**src/rtl/fifo_stream_reader_if.sv**
```systemverilog
// ---------------------------------------------------------------------------
// fifo_stream_reader_if
// Bundles the FIFO read port and the valid/ready output stream handled by
// fifo_stream_reader.
//   master : the reader itself (drives fifo_rd_en and the stream outputs)
//   slave  : its surroundings (FIFO read side plus downstream consumer)
// Signals:
//   fifo_rd_en    read strobe toward the FIFO
//   fifo_data_out FIFO read data, valid the cycle after an accepted read
//   fifo_empty    FIFO empty flag
//   m_data        stream data (head of the output buffer)
//   m_valid       output buffer holds at least one word
//   m_ready       consumer ready
//   occupancy     words held in the output buffer (0..2)
//   xfer_count    completed transfers (only with FIFO_RD_XFER_CNT_EN)
// Optional feature macro: FIFO_RD_XFER_CNT_EN
// ---------------------------------------------------------------------------
interface fifo_stream_reader_if #(
    parameter int DATA_WIDTH = 8
);
    logic                  fifo_rd_en;
    logic [DATA_WIDTH-1:0] fifo_data_out;
    logic                  fifo_empty;
    logic [DATA_WIDTH-1:0] m_data;
    logic                  m_valid;
    logic                  m_ready;
    logic [1:0]            occupancy;
`ifdef FIFO_RD_XFER_CNT_EN
    logic [15:0]           xfer_count;
`endif

    modport master (
`ifdef FIFO_RD_XFER_CNT_EN
        output xfer_count,
`endif
        output fifo_rd_en, m_data, m_valid, occupancy,
        input  fifo_data_out, fifo_empty, m_ready
    );

    modport slave (
`ifdef FIFO_RD_XFER_CNT_EN
        input  xfer_count,
`endif
        input  fifo_rd_en, m_data, m_valid, occupancy,
        output fifo_data_out, fifo_empty, m_ready
    );
endinterface

```
**src/rtl/fifo_stream_reader.sv**
```systemverilog
// ---------------------------------------------------------------------------
// fifo_stream_reader
// Drains a synchronous FIFO (rd_en / data_out / empty, one-cycle read
// latency) and presents the words as a valid/ready stream. A 2-entry
// circular output buffer hides the read latency so the stream sustains one
// word per cycle while m_ready stays high.
// Ports:
//   clk  system clock, rising edge
//   rst  asynchronous active-high reset; clears all state and the buffer
//   bus  fifo_stream_reader_if.master (FIFO read port + output stream)
// Optional feature macro: FIFO_RD_XFER_CNT_EN adds a 16-bit wrapping
// transfer counter on bus.xfer_count.
// fifo_rd_en is combinational (depends on m_ready); all other outputs come
// straight from registers.
// ---------------------------------------------------------------------------
module fifo_stream_reader #(
    parameter int DATA_WIDTH = 8
) (
    input  logic                   clk,
    input  logic                   rst,
    fifo_stream_reader_if.master   bus
);
    logic [DATA_WIDTH-1:0] mem_q [2];
    logic [DATA_WIDTH-1:0] mem_d [2];
    logic                  head_q, head_d;
    logic                  tail_q, tail_d;
    logic [1:0]            occ_q, occ_d;
    logic                  inflight_q;
    logic                  pop;
    logic [2:0]            level;
    logic                  rd_en;
`ifdef FIFO_RD_XFER_CNT_EN
    logic [15:0]           xfer_q, xfer_d;
`endif

    always_comb begin
        pop   = (occ_q != 2'd0) && bus.m_ready;
        // Words committed to the buffer after this edge, counting the read
        // already in flight; a new read is only issued if it still fits.
        level = 3'(occ_q) + 3'(inflight_q) - 3'(pop);
        rd_en = !rst && !bus.fifo_empty && (level < 3'd2);

        mem_d  = mem_q;
        tail_d = tail_q;
        if (inflight_q) begin
            mem_d[tail_q] = bus.fifo_data_out;
            tail_d        = ~tail_q;
        end
        head_d = pop ? ~head_q : head_q;
        occ_d  = level[1:0];
`ifdef FIFO_RD_XFER_CNT_EN
        xfer_d = pop ? xfer_q + 16'd1 : xfer_q;
`endif
    end

    always_ff @(posedge clk or posedge rst) begin
        if (rst) begin
            mem_q[0]   <= '0;
            mem_q[1]   <= '0;
            head_q     <= 1'b0;
            tail_q     <= 1'b0;
            occ_q      <= 2'd0;
            inflight_q <= 1'b0;
`ifdef FIFO_RD_XFER_CNT_EN
            xfer_q     <= 16'd0;
`endif
        end else begin
            mem_q[0]   <= mem_d[0];
            mem_q[1]   <= mem_d[1];
            head_q     <= head_d;
            tail_q     <= tail_d;
            occ_q      <= occ_d;
            inflight_q <= rd_en;
`ifdef FIFO_RD_XFER_CNT_EN
            xfer_q     <= xfer_d;
`endif
        end
    end

    assign bus.fifo_rd_en = rd_en;
    assign bus.m_valid    = (occ_q != 2'd0);
    assign bus.m_data     = mem_q[head_q];
    assign bus.occupancy  = occ_q;
`ifdef FIFO_RD_XFER_CNT_EN
    assign bus.xfer_count = xfer_q;
`endif
endmodule
```
**src/flat_wrapper.sv**
```systemverilog
// flat-port wrapper written by rule: the top's interface ports become plain ports
module fifo_stream_reader_flat 
#(
    parameter int DATA_WIDTH = 8
)
  (clk, rst, bus_fifo_rd_en, bus_m_data, bus_m_valid, bus_occupancy, bus_fifo_data_out, bus_fifo_empty, bus_m_ready);
  fifo_stream_reader_if #(.DATA_WIDTH(DATA_WIDTH)) bus_i ();
  input  logic clk;
  input  logic rst;
  output wire logic [$bits(bus_i.fifo_rd_en)-1:0] bus_fifo_rd_en;
  output wire logic [$bits(bus_i.m_data)-1:0] bus_m_data;
  output wire logic [$bits(bus_i.m_valid)-1:0] bus_m_valid;
  output wire logic [$bits(bus_i.occupancy)-1:0] bus_occupancy;
  input wire logic [$bits(bus_i.fifo_data_out)-1:0] bus_fifo_data_out;
  input wire logic [$bits(bus_i.fifo_empty)-1:0] bus_fifo_empty;
  input wire logic [$bits(bus_i.m_ready)-1:0] bus_m_ready;
  assign bus_fifo_rd_en = bus_i.fifo_rd_en;
  assign bus_m_data = bus_i.m_data;
  assign bus_m_valid = bus_i.m_valid;
  assign bus_occupancy = bus_i.occupancy;
  assign bus_i.fifo_data_out = bus_fifo_data_out;
  assign bus_i.fifo_empty = bus_fifo_empty;
  assign bus_i.m_ready = bus_m_ready;
  fifo_stream_reader #(.DATA_WIDTH(DATA_WIDTH)) u_core (.clk(clk), .rst(rst), .bus(bus_i));
endmodule
```
**config.mk**
```make
export PLATFORM = sky130hd
export DESIGN_NAME = fifo_stream_reader_flat
export DESIGN_NICKNAME = d
export VERILOG_FILES = /design/src/rtl/fifo_stream_reader_if.sv /design/src/rtl/fifo_stream_reader.sv /design/src/flat_wrapper.sv
export SDC_FILE = /design/constraint.sdc
export NUM_CORES = 1
export LEC_CHECK = 0
export CORE_ASPECT_RATIO = 1.1
export CORE_MARGIN = 2
export CORE_UTILIZATION = 54
export CTS_BUF_LIST = sky130_fd_sc_hd__clkbuf_8
export DETAILED_ROUTE_END_ITERATION = 8
export PLACE_DENSITY = 0.93
export SYNTH_ARGS = -nofsm -noshare
export SYNTH_HDL_FRONTEND = slang
export SYNTH_SLANG_ARGS = --single-unit
```
**constraint.sdc**
```tcl
create_clock -name clk -period 4.45 [get_ports clk]
set_input_delay 0.89 -clock clk [delete_from_list [all_inputs] [get_ports clk]]
set_output_delay 0.89 -clock clk [all_outputs]
set_load 0.02 [all_outputs]
```
==> flow_results.org, run 1 <==
** Clock network
- TritonCTS clock tree :: done
- Clock-pin slew was measured on the worst setup and hold paths at 70 ps.
- Buffers added to address setup during post-CTS repair amount to 0.
- In this run the number of H-tree levels came out at 1.
- CTS buffer count :: 3
- Later-pin clock latency in the skew report :: 260 ps
- Root cell of the clock tree :: sky130_fd_sc_hd__clkbuf_8
- The longest clock path from root to sink contains 2 buffers.
- The number of hold buffers added after CTS was 0.
- The number of gates resized after CTS was 0.
- The tree built by TritonCTS fans out to 21 sinks.

** Yosys
- In the post-synthesis netlist, the cell with the most instances is sky130_fd_sc_hd__dfrtp_1.
- Post-synthesis cell type count :: 15
- The share of synthesized area in the top cell type comes to 0.545.
- Post-synthesis sequential area ratio :: 0.545
- Total nets after synthesis :: 78
- Main synth FF type :: sky130_fd_sc_hd__dfrtp_1
- Count of state elements after synthesis :: 21
- In the synthesized netlist the async set-or-reset flop fraction comes to 1.00.
- Ranked by total cell area, the synthesized netlist is headed by sky130_fd_sc_hd__dfrtp_1 54%, sky130_fd_sc_hd__mux2_2 19%, sky130_fd_sc_hd__mux2_4 12%, sky130_fd_sc_hd__ha_1 2.6%, sky130_fd_sc_hd__fa_1 2.1%.
- Number of standard cells after synthesis :: 63
- Most numerous cell types in the synthesized netlist :: 21 x sky130_fd_sc_hd__dfrtp_1, 16 x sky130_fd_sc_hd__mux2_2, 8 x sky130_fd_sc_hd__mux2_4
- The synthesized netlist occupies a cell area of about 960 sq um.
- Mean post-synth cell area :: about 15 sq um
- The Yosys step of the flow raised 0 warnings.
- Counting flops with a built-in enable in the synthesized netlist gives 0.
- Post-synth top area cell :: sky130_fd_sc_hd__dfrtp_1

** Global route
- GRT Total Usage :: 0.198
- Entering global routing, the biggest net connects 22 pins.
- Antenna violations before repair :: 0
- Overall overflow remaining after global route :: 0
- Number of global-route vias before repair :: 649
- Global-route wire length before repair :: roughly 3000 um

** Power and ir drop
- Worst ir drop on vdd :: ~0.00050 V
- P_leak :: 0.556 nW
- Pwr dens :: 790 nW/um^2

** Routing
- DRC viols :: 0
- Length of the first detailed-routing pass in iterations :: 1
- Total vias in the final route :: between 500 and 600
- DRC marker count from the first detailed-route iteration :: 0
- Drt wl/cell :: 16.1 um
- Final ANT Viol Nets :: 0
- The final layout contains routed wiring with a total length of between 1500 and 2000 um.
- Drt via density :: 5.37

** Setup path
- STA classifies the critical path startpoint as an input pin.
- Data required time at the worst endpoint :: around 3600 ps
- Highest net fanout along the worst path :: 2
- Critical path start-end classification :: in -> out
- For the worst flop-to-flop path, the logic depth is 6.
- Data arrives at the worst endpoint at ~3300 ps.
- Element type at the critical path end :: output port

** STA
- PnR worst setup slack :: 226 ps
- For the pin with the worst max-slew slack, the measured transition is approximately 750 ps.
- Final cycle utilization of the critical path :: 0.949
- Final Setup Violations :: 0
- The final-report max-slew violation count came to 0.
- Subtracting the final worst setup slack from the clock period gives roughly 4200 ps.
- Final Hold Fails :: 0
- Worst setup skew after layout :: approximately 1.6 ps
- Total Neg Setup Slack :: 0 ps
- Fmax :: approximately 240 MHz
- In this run the tightest slew margin relative to its limit is 0.499.
- RSZ-0062 raised after global routing :: no

** Floorplan
- Die area :: around 2100 sq um
- In this run the standard cell core region covers roughly 1700 sq um.
- Overall die height :: 48.3 um
- For this configuration, the core starts out at a cell density of 0.560.
- Chip Width :: 44.3 um
- IO Pins :: 24
- Placement row count :: 16

** Cells and area
- For this run, the share of the core covered by cells in the final layout is 0.725.
- From synthesis to final layout, the design area changed by 29.3%.
- Of the cells placed in the final design, the portion with a size suffix greater than 1 is 0.341.
- At the end of the flow, the number of nets in the layout was 104.
- N_diodes :: 0
- Once layout is complete, the cells apart from fillers number around 110.

** Flow run
- Across the run, the number of max-cap violations was 0.

** Outcome
- Status :: complete, no violations

** Placed design
- In this run, placement finished with an instance count of about 100.
- Detailed placement finished with a half-perimeter wire length of between 1000 and 1500 um.
- RD Place Congestion :: 0.654
- Number of buffer cells added on primary ports :: 23
- Worst-case setup slack after placement :: 192 ps

** Hold path
- The path class of the tightest hold or removal check is reg -> reg.
- Number of cells on the worst hold path :: 1
final cells by class:
cell class	count	area, sq um
timing repair buffer	23	230
clock buffer	3	41.3
multi-input combinational	35	404
fill	118	474
sequential	21	526
tap	18	22.5
inverter	5	18.8
clock inverter	1	5.00
final timing paths:
path                                          endpoint                         startpoint  slack (ps)
max                                     bus_fifo_rd_en                        bus_m_ready         230
min                        u_core.mem_q[6]$_DFFE_PP0P_        u_core.mem_q[6]$_DFFE_PP0P_         510
max reg2reg                u_core.inflight_q$_DFF_PP0_  u_core.bus.occupancy[1]$_DFF_PP0_        2440
min reg2reg                u_core.mem_q[6]$_DFFE_PP0P_        u_core.mem_q[6]$_DFFE_PP0P_         510
max in group asynchronous  u_core.mem_q[7]$_DFFE_PP0P_                                rst        2900
min in group asynchronous  u_core.inflight_q$_DFF_PP0_                                rst        1080
logic make-up after synthesis:
logic type,share of synthesized area
mux,0.311
flops,0.545
buf+inv,0.0363
simple gates,0.0259
xor+xnor,0.0272
fa+ha+maj,0.0467
compound gates,0.00779
state kept, by name, indices dropped and copies added (netlist names):
| signal | flops |
|---|---|
| u_core.bus.occupancy | 2 |
| u_core.inflight_q | 1 |
| u_core.mem_q | 16 |
| u_core.head_q | 1 |
| u_core.tail_q | 1 |
power breakdown:
group / internal (mW) / leakage [nW] / switching [mW]
Sequential: 0.287 / 0.252 / 0.0738
Clock: 0.0625 / 0.0255 / 0.0629
Combinational: 0.297 / 0.279 / 0.203
Total: 0.646 / 0.556 / 0.340
cell usage in the layout, fill, tap and decap left out:
master,instances
sky130_fd_sc_hd__dfrtp_1,21
sky130_fd_sc_hd__o21a_1,1
sky130_fd_sc_hd__nand2_2,1
sky130_fd_sc_hd__clkbuf_8,3
sky130_fd_sc_hd__mux2_2,16
sky130_fd_sc_hd__xor2_1,2
sky130_fd_sc_hd__inv_1,5
sky130_fd_sc_hd__clkdlybuf4s50_1,23
sky130_fd_sc_hd__ha_1,2
sky130_fd_sc_hd__nor4_1,1
sky130_fd_sc_hd__xnor2_1,1
sky130_fd_sc_hd__nand2_1,1
sky130_fd_sc_hd__clkinv_2,1
sky130_fd_sc_hd__mux2_4,8
sky130_fd_sc_hd__fa_1,1
sky130_fd_sc_hd__nor2b_2,1
layer usage:
layer,wire [um],vias up,global-route usage,part of all wire
met5,0,-,0,0
met4,50,0,0.121,0.029
met3,78,6,0.0448,0.046
met2,901,19,0.321,0.53
met1,674,280,0.232,0.40
li1,-,264,-,-
stage by stage:
| step | cell area [sq um] | power (mW) | hold slack, ps |
|---|---|---|---|
| after floorplan | 965 | 0.680 | 474 |
| after global placement | 1200 | 0.849 | 481 |
| after detailed placement | 1200 | 0.870 | 492 |
| after CTS | 1250 | 1.00 | 508 |
| after global routing | 1250 | 1.05 | 529 |
| final | 1250 | 0.986 | 506 |
worst max-delay path, cell delays in order:
cell                              delay, ps
sky130_fd_sc_hd__clkdlybuf4s50_1        400
sky130_fd_sc_hd__o21a_1                 130
sky130_fd_sc_hd__ha_1                   270
sky130_fd_sc_hd__inv_1                   40
sky130_fd_sc_hd__ha_1                   180
sky130_fd_sc_hd__fa_1                   450
sky130_fd_sc_hd__nor4_1                 310
sky130_fd_sc_hd__clkdlybuf4s50_1        670
No activity file was read; power rests on OpenSTA's default activity.
==> run 2: changes to the inputs <==
--- a/config.mk
+++ b/config.mk
@@ -6,11 +6,10 @@
 export NUM_CORES = 1
 export LEC_CHECK = 0
 export CORE_ASPECT_RATIO = 1.1
-export CORE_MARGIN = 2
-export CORE_UTILIZATION = 54
+export CORE_UTILIZATION = 50
 export CTS_BUF_LIST = sky130_fd_sc_hd__clkbuf_8
 export DETAILED_ROUTE_END_ITERATION = 8
-export PLACE_DENSITY = 0.93
+export PLACE_DENSITY = 0.87
 export SYNTH_ARGS = -nofsm -noshare
 export SYNTH_HDL_FRONTEND = slang
 export SYNTH_SLANG_ARGS = --single-unit
==> constraint.sdc (replaced) <==
create_clock -name clk -period 4.5 [get_ports clk]
set_input_delay 0.9 -clock clk [delete_from_list [all_inputs] [get_ports clk]]
set_output_delay 0.9 -clock clk [all_outputs]
set_load 0.02 [all_outputs]
==> run 2 against run 1 <==
Against the previous run:
- worst hold slack better by 2.8 ps
- flip-flop and latch count stayed put
- largest cell class unchanged
- non-clock buffer count stayed put
- critical path type unchanged
- register-to-register slack better by 30 ps
- wire length is 7.1% lower
- highest routed layer unchanged
- sequential power is 1% lower
- power is 1.7% lower
- clock power hardly changed
==> flow_results.org, run 2 (same netlist as run 1, synthesis figures left out) <==
** Clock network
- The root buffer cell chosen for the clock tree is sky130_fd_sc_hd__clkbuf_8.
- The post-cts gate resize count was 0 (unchanged).
- TritonCTS clock tree :: done
- The clock latency on the worst-skew pair was 260 ps (about the same).
- CTS hold repair buffers :: 0 (unchanged)
- The number of buffers added by the clock tree synthesis step was 3 (unchanged).
- The register clock-pin slew on the reported worst setup and hold paths came to 70 ps (about the same).
- Count of buffers added by post-CTS timing repair for setup :: 0 (unchanged)
- The clock sink count was 21 (unchanged).
- The number of levels in the clock H-tree is 1 (unchanged).
- The maximum buffer depth of the clock tree came to 2 (unchanged).

** Setup path
- The worst setup path is captured at an output port.
- Crit-path leading delay family :: buffers and inverters
- Slowest cell on the critical path :: sky130_fd_sc_hd__clkdlybuf4s50_1
- The worst setup path is launched from an input pin.
- Data arrival time at the worst-slack endpoint :: 3350 ps (+20 ps)
- Ordered cell list for the critical path :: clkdlybuf4s50_1 -> o21a_1 -> ha_1 -> inv_1 -> ha_1 -> fa_1 -> nor4_1 -> clkdlybuf4s50_1
- The worst path required time came to 3600 ps (+40 ps).
- Buffer and inverter count on the worst path :: 3 (unchanged)
- The maximum single-stage delay on the critical path was 680 ps (about the same).
- Critical path start-end classification :: in -> out
- The peak fanout along the critical path was 2 (unchanged).

** Hold path
- The worst hold path belongs to the class reg -> reg.

** Routing
- Total vias in the final route :: 561 (-1.4%)
- The residual DRC count was 0 (unchanged).
- The number of iterations in the first detailed-routing pass was 5 (+4).
- Drt via density :: 5.29 (-1.4%)
- Drt wl/cell :: 14.9 um (-7.1%)
- The number of violations reported at the end of detailed-routing iteration 0 was 5 (+5).
- WL final :: 1580 um (-7.1%)
- Final ANT Viol Nets :: 0 (unchanged)

** Cells and area
- Register ranked first by flip-flop count :: u_core.mem_q
- Number of flip-flops in the largest register :: 16 (unchanged)
- Final layout net count :: 104 (unchanged)
- Layout cells sized above 1 :: 0.341 (unchanged)
- From synthesis to final layout, the design area changed by 29.6%.
- Most frequent standard cell in the layout excluding fill and tap cells :: sky130_fd_sc_hd__clkdlybuf4s50_1
- Post-Layout Inst Area :: 1250 sq um (+0.20%)
- In the layout the commonest cells are 23 x sky130_fd_sc_hd__clkdlybuf4s50_1, 21 x sky130_fd_sc_hd__dfrtp_1, 16 x sky130_fd_sc_hd__mux2_2, 8 x sky130_fd_sc_hd__mux2_4, 5 x sky130_fd_sc_hd__inv_1.
- The number of antenna cells inserted was 0 (unchanged).

** Global route
- The routing usage on met3 is 0.0377 (-0.00704).
- The aggregate global routing overflow is 0 (unchanged).
- The met2 global-route usage is 0.304 (-0.0166).
- Global route hottest layer :: met2
- The met1 global-route usage came to 0.232 (about the same).
- Antenna violations before repair :: 0 (unchanged)
- Number of global-route vias before repair :: 591 (-8.9%)
- The pin count of the biggest net entering global routing was 22 (unchanged).
- The first-pass GRT wire length was 2620 um (-11%).
- GRT Total Usage :: 0.180 (-0.0179)

** STA
- The transition time at the pin with the least slew margin is 750 ps (-0.0536 ps).
- The maximum clock skew at final layout came to 8.76 ps (+7.16 ps).
- Fmax :: approximately 240 MHz
- The worst path in the final design needs a cycle of between 4000 and 5000 ps, including I/O delays and setup.
- Final hold slack :: 509 ps (+2.81 ps)
- Total Neg Setup Slack :: 0 ps (unchanged)
- RSZ-0062 raised after global routing :: no
- The total count of hold-check failures in the final report is 0 (unchanged).
- Final Setup Violations :: 0 (unchanged)
- Final cycle utilization of the critical path :: 0.945
- Max transition margin :: 0.499 (about the same)
- The final-report max-slew violation count came to 0 (unchanged).
- PnR worst setup slack :: 248 ps (+21.9 ps)

** Placed design
- The placer's final routability congestion estimate was 0.633 (-3.2%).
- HPWL after DPL :: 1120 um (-10%)
- Number of buffer cells added on primary ports :: 23 (unchanged)
- The post-detailed-placement cell area was 1200 sq um (unchanged).
- Worst-case setup slack after placement :: 234 ps (+41.7 ps)

** Power and ir drop
- The total power after layout was 0.969 mW (-1.7%).
- The leakage component of the power was 0.553 nW (-0.68%).
- The highest ir drop seen on vdd was 0.000425 V (-15%).
- Pwr dens :: 775 nW/um^2 (-1.9%)

** Floorplan
- The placeable core area is 1800 sq um (+4.7%).
- Chip Width :: 43.9 um (-0.95%)
- Die area :: 2110 sq um (-1.5%)
- The initial core utilization was 0.535 (-0.0249).
- The height of the chip came to 48.1 um (-0.54%).
- The total number of placement rows was 16 (unchanged).
- The boundary pin count was 24 (unchanged).

** Flow run
- The max-cap violation count is 0 (unchanged).

** Outcome
- The run finished with clean final reports.
run 2: final cells by class:
class                   instances  area (sq um)
clock buffers                   3          41.3
clock inverters                 1          7.51
well taps                      18          22.5
flip-flops and latches         21           526
multi-input cells              35           404
repair buffers                 23           230
inverters                       5          18.8
fillers                       130           552
run 2: worst paths after layout:
kind / startpoint / endpoint / slack [ps] / depth (start not counted)
setup reg to reg: u_core.bus.occupancy[1]$_DFF_PP0_ / u_core.inflight_q$_DFF_PP0_ / 2470 / 6
setup / recovery: bus_m_ready / bus_fifo_rd_en / 250 / 8
hold / removal: u_core.mem_q[11]$_DFFE_PP0P_ / u_core.mem_q[11]$_DFFE_PP0P_ / 510 / 1
hold reg to reg: u_core.mem_q[11]$_DFFE_PP0P_ / u_core.mem_q[11]$_DFFE_PP0P_ / 510 / 1
max in group asynchronous: rst / u_core.mem_q[8]$_DFFE_PP0P_ / 2930 / 2
min in group asynchronous: rst / u_core.bus.occupancy[1]$_DFF_PP0_ / 1090 / 2
run 2: metal layers:
layer  share of wire  vias to the layer above
met4          0.0076                        0
met1            0.47                      280
li1                -                      261
met5               0                        -
met2            0.47                       18
met3           0.045                        2
run 2: through the flow:
| step | instances | utilization |
|---|---|---|
| finish | 106 | 0.694 |
| global route | 106 | 0.694 |
| CTS | 106 | 0.694 |
| detailed placement | 102 | 0.667 |
| global placement | 102 | 0.667 |
| floorplan | 63 | - |
run 2: report_power, final:
part           total, mW  internal (mW)  switching (mW)
sequential         0.357          0.284          0.0735
combinational      0.490          0.293           0.197
clock              0.122         0.0624          0.0596
==> run 3: changes to the inputs <==
--- a/config.mk
+++ b/config.mk
@@ -6,6 +6,7 @@
 export NUM_CORES = 1
 export LEC_CHECK = 0
 export CORE_ASPECT_RATIO = 1.1
+export CORE_MARGIN = 2
 export CORE_UTILIZATION = 50
 export CTS_BUF_LIST = sky130_fd_sc_hd__clkbuf_8
 export DETAILED_ROUTE_END_ITERATION = 8
==> run 3 against run 2 <==
Against the previous run:
- setup slack got worse by 14 ps
- register-to-register slack hardly changed
- critical path depth stayed put
- sequential power about the same
- clock power is 7% lower
- flip-flop and latch count is the same
- critical path type unchanged
- largest cell class unchanged
==> flow_results.org, run 3 (same netlist as run 1, synthesis figures left out) <==
** Cells and area
- The number of flip-flops under the largest register name was 16 (unchanged).
- The share of final-layout standard cells stronger than drive strength 1 is 0.330 (-0.0114).
- The area growth from synthesis to layout is 29.2%.
- Post-Layout Inst Area :: 1250 sq um (-0.30%)
- Most frequent standard cell in the layout excluding fill and tap cells :: sky130_fd_sc_hd__clkdlybuf4s50_1
- N_diodes :: 0 (unchanged)
- Top library cells by usage in the layout, fill and taps aside :: 23 x sky130_fd_sc_hd__clkdlybuf4s50_1, 21 x sky130_fd_sc_hd__dfrtp_1, 16 x sky130_fd_sc_hd__mux2_2, 8 x sky130_fd_sc_hd__mux2_4, 6 x sky130_fd_sc_hd__inv_1
- Register ranked first by flip-flop count :: u_core.mem_q
- Final layout net count :: 104 (unchanged)

** Clock network
- The clock sink count was 21 (unchanged).
- TritonCTS clock tree :: done
- The clock latency on the worst-skew pair was 250 ps (about the same).
- CTS resizes :: 0 (unchanged)
- The setup fix buffers added after clock tree synthesis was 0 (unchanged).
- The quantity of hold-fixing buffers added after cts came to 0 (unchanged).
- CTS buffer count :: 3 (unchanged)
- The number of levels in the clock H-tree was 1 (unchanged).
- The maximum buffer depth of the clock tree came to 2 (unchanged).
- Root cell of the clock tree :: sky130_fd_sc_hd__clkbuf_8
- The register clock-pin slew on the reported worst setup and hold paths is 70 ps (about the same).

** STA
- Total Neg Setup Slack :: 0 ps (unchanged)
- The shortest clock period the worst path allows after layout is 4270 ps (+13.8 ps).
- The achievable clock frequency was 234 MHz (-0.32%).
- Worst setup skew after layout :: 7.84 ps (-0.915 ps)
- The relative slew slack was 0.469 (-0.0301).
- The part of the cycle the worst path needs is 0.948 (+0.00306).
- The final-report max-slew violation count was 0 (unchanged).
- Final Hold Fails :: 0 (unchanged)
- The final worst slack came to 234 ps (-13.8 ps).
- The final setup violation count is 0 (unchanged).
- The transition time at the pin with the least slew margin was 795 ps (+45.1 ps).
- RSZ-0062 raised after global routing :: no

** Floorplan
- Chip Width :: 45.9 um (+4.6%)
- Overall die height :: 50.1 um (+4.2%)
- The total number of placement rows came to 16 (unchanged).
- Starting Density :: 0.535 (unchanged)
- Die area :: 2300 sq um (+8.9%)
- The placeable core area came to 1800 sq um (unchanged).
- The boundary pin count is 24 (unchanged).

** Placed design
- Number of buffer cells added on primary ports :: 23 (unchanged)
- Placed Instance Area :: 1200 sq um (unchanged)
- The placed wire-length estimate is 1160 um (+3.5%).
- RD Place Congestion :: 0.659 (+4.2%)
- The worst setup slack after placement is 216 ps (-17.2 ps).

** Global route
- The aggregate global routing overflow was 0 (unchanged).
- Number of global-route vias before repair :: 599 (+1.4%)
- The overall fraction of global-route tracks in use was 0.172 (-0.00859).
- The first-pass GRT wire length is 2840 um (+8.1%).
- The number of antenna violations at the first check in global routing was 0 (unchanged).
- Maximum number of pins on one net before global-route repair :: 22 (unchanged)

** Routing
- The number of iterations in the first detailed-routing pass came to 2 (-3).
- DRC marker count from the first detailed-route iteration :: 7 (+2)
- Drt via density :: 5.22 (-1.4%)
- WL final :: 1650 um (+4.3%)
- The remaining antenna violation count after routing came to 0 (unchanged).
- DRC viols :: 0 (unchanged)
- The wire length per cell after detailed routing was 15.6 um (+4.3%).
- Total vias in the final route :: 553 (-1.4%)

** Setup path
- The arrival time at the worst endpoint came to 3370 ps (+20 ps).
- The peak fanout along the critical path came to 2 (unchanged).
- STA classifies the critical path endpoint as an output port.
- The setup slack on the worst flop-to-flop path was 2480 ps (about the same).
- Critical path start-end classification :: in -> out
- Data required time at the worst endpoint :: 3600 ps (about the same)
- The worst setup path is launched from an input pin.

** Power and ir drop
- Portion of total power attributed to sequential cells :: 0.368 (about the same)
- Switching power :: 0.327 mW (-1.2%)
- The highest ir drop seen on vdd came to 0.000427 V (+0.51%).
- The power per unit of standard cell area is 774 nW/um^2 (-0.22%).
- Clock power share :: 0.119 (-0.007)
- Part of the power in combinational logic :: 0.513 (+0.007)
- Cell-internal power :: 0.637 mW (-0.17%)
- P_leak :: 0.558 nW (+0.94%)
- Switching portion of total power :: 0.339 (-0.00230)
- Final total power :: 0.964 mW (-0.52%)

** Hold path
- Worst min-delay path category :: reg -> reg

** Outcome
- Status :: complete, no violations

** Flow run
- The max-cap violation count is 0 (unchanged).
## run 3: final timing paths
check	start	to	cells past startpoint
max	bus_m_ready	bus_fifo_rd_en	8
min	u_core.mem_q[10]$_DFFE_PP0P_	u_core.mem_q[10]$_DFFE_PP0P_	1
max reg2reg	u_core.bus.occupancy[1]$_DFF_PP0_	u_core.inflight_q$_DFF_PP0_	6
min reg2reg	u_core.mem_q[10]$_DFFE_PP0P_	u_core.mem_q[10]$_DFFE_PP0P_	1
max in group asynchronous	rst	u_core.mem_q[5]$_DFFE_PP0P_	2
min in group asynchronous	rst	u_core.inflight_q$_DFF_PP0_	2
## run 3: metrics by stage
step / hold slack [ps] / util / cells
final: 507 / 0.692 / 106
after detailed placement: 491 / 0.667 / 102
after floorplan: 474 / - / 63
after CTS: 509 / 0.692 / 106
after global routing: 528 / 0.692 / 106
after global placement: 481 / 0.667 / 102
## run 3: per-layer routing
metal	wire length, um	global-route usage
met5	0	0
met4	0	0.0429
met3	74	0.0330
met2	818	0.250
met1	758	0.260
## run 3: power groups by stage
| stage | clock network, mW | logic (mW) | registers [mW] |
|---|---|---|---|
| 2_1_floorplan | 0 | 0.335 | 0.338 |
| 3_3_place_gp | 0 | 0.488 | 0.352 |
| 3_5_place_dp | 0 | 0.498 | 0.357 |
| 4_1_cts | 0.118 | 0.503 | 0.355 |
| 5_1_grt | 0.127 | 0.535 | 0.367 |
| 6_report | 0.114 | 0.495 | 0.355 |
## run 3: cell type report
| cell class | instances | area (sq um) |
|---|---|---|
| clock inverter | 1 | 3.75 |
| multi-input combinational | 35 | 404 |
| timing repair buffer | 23 | 230 |
| clock buffer | 3 | 41.3 |
| fill | 131 | 556 |
| tap | 18 | 22.5 |
| inverter | 5 | 18.8 |
| sequential | 21 | 526 |
## run 3: worst max-delay path, stage by stage
cell and delay [ps]:
sky130_fd_sc_hd__clkdlybuf4s50_1 450, sky130_fd_sc_hd__o21a_1 160, sky130_fd_sc_hd__ha_1 230, sky130_fd_sc_hd__inv_1 60, sky130_fd_sc_hd__ha_1 150, sky130_fd_sc_hd__fa_1 430
sky130_fd_sc_hd__nor4_1 320, sky130_fd_sc_hd__clkdlybuf4s50_1 670
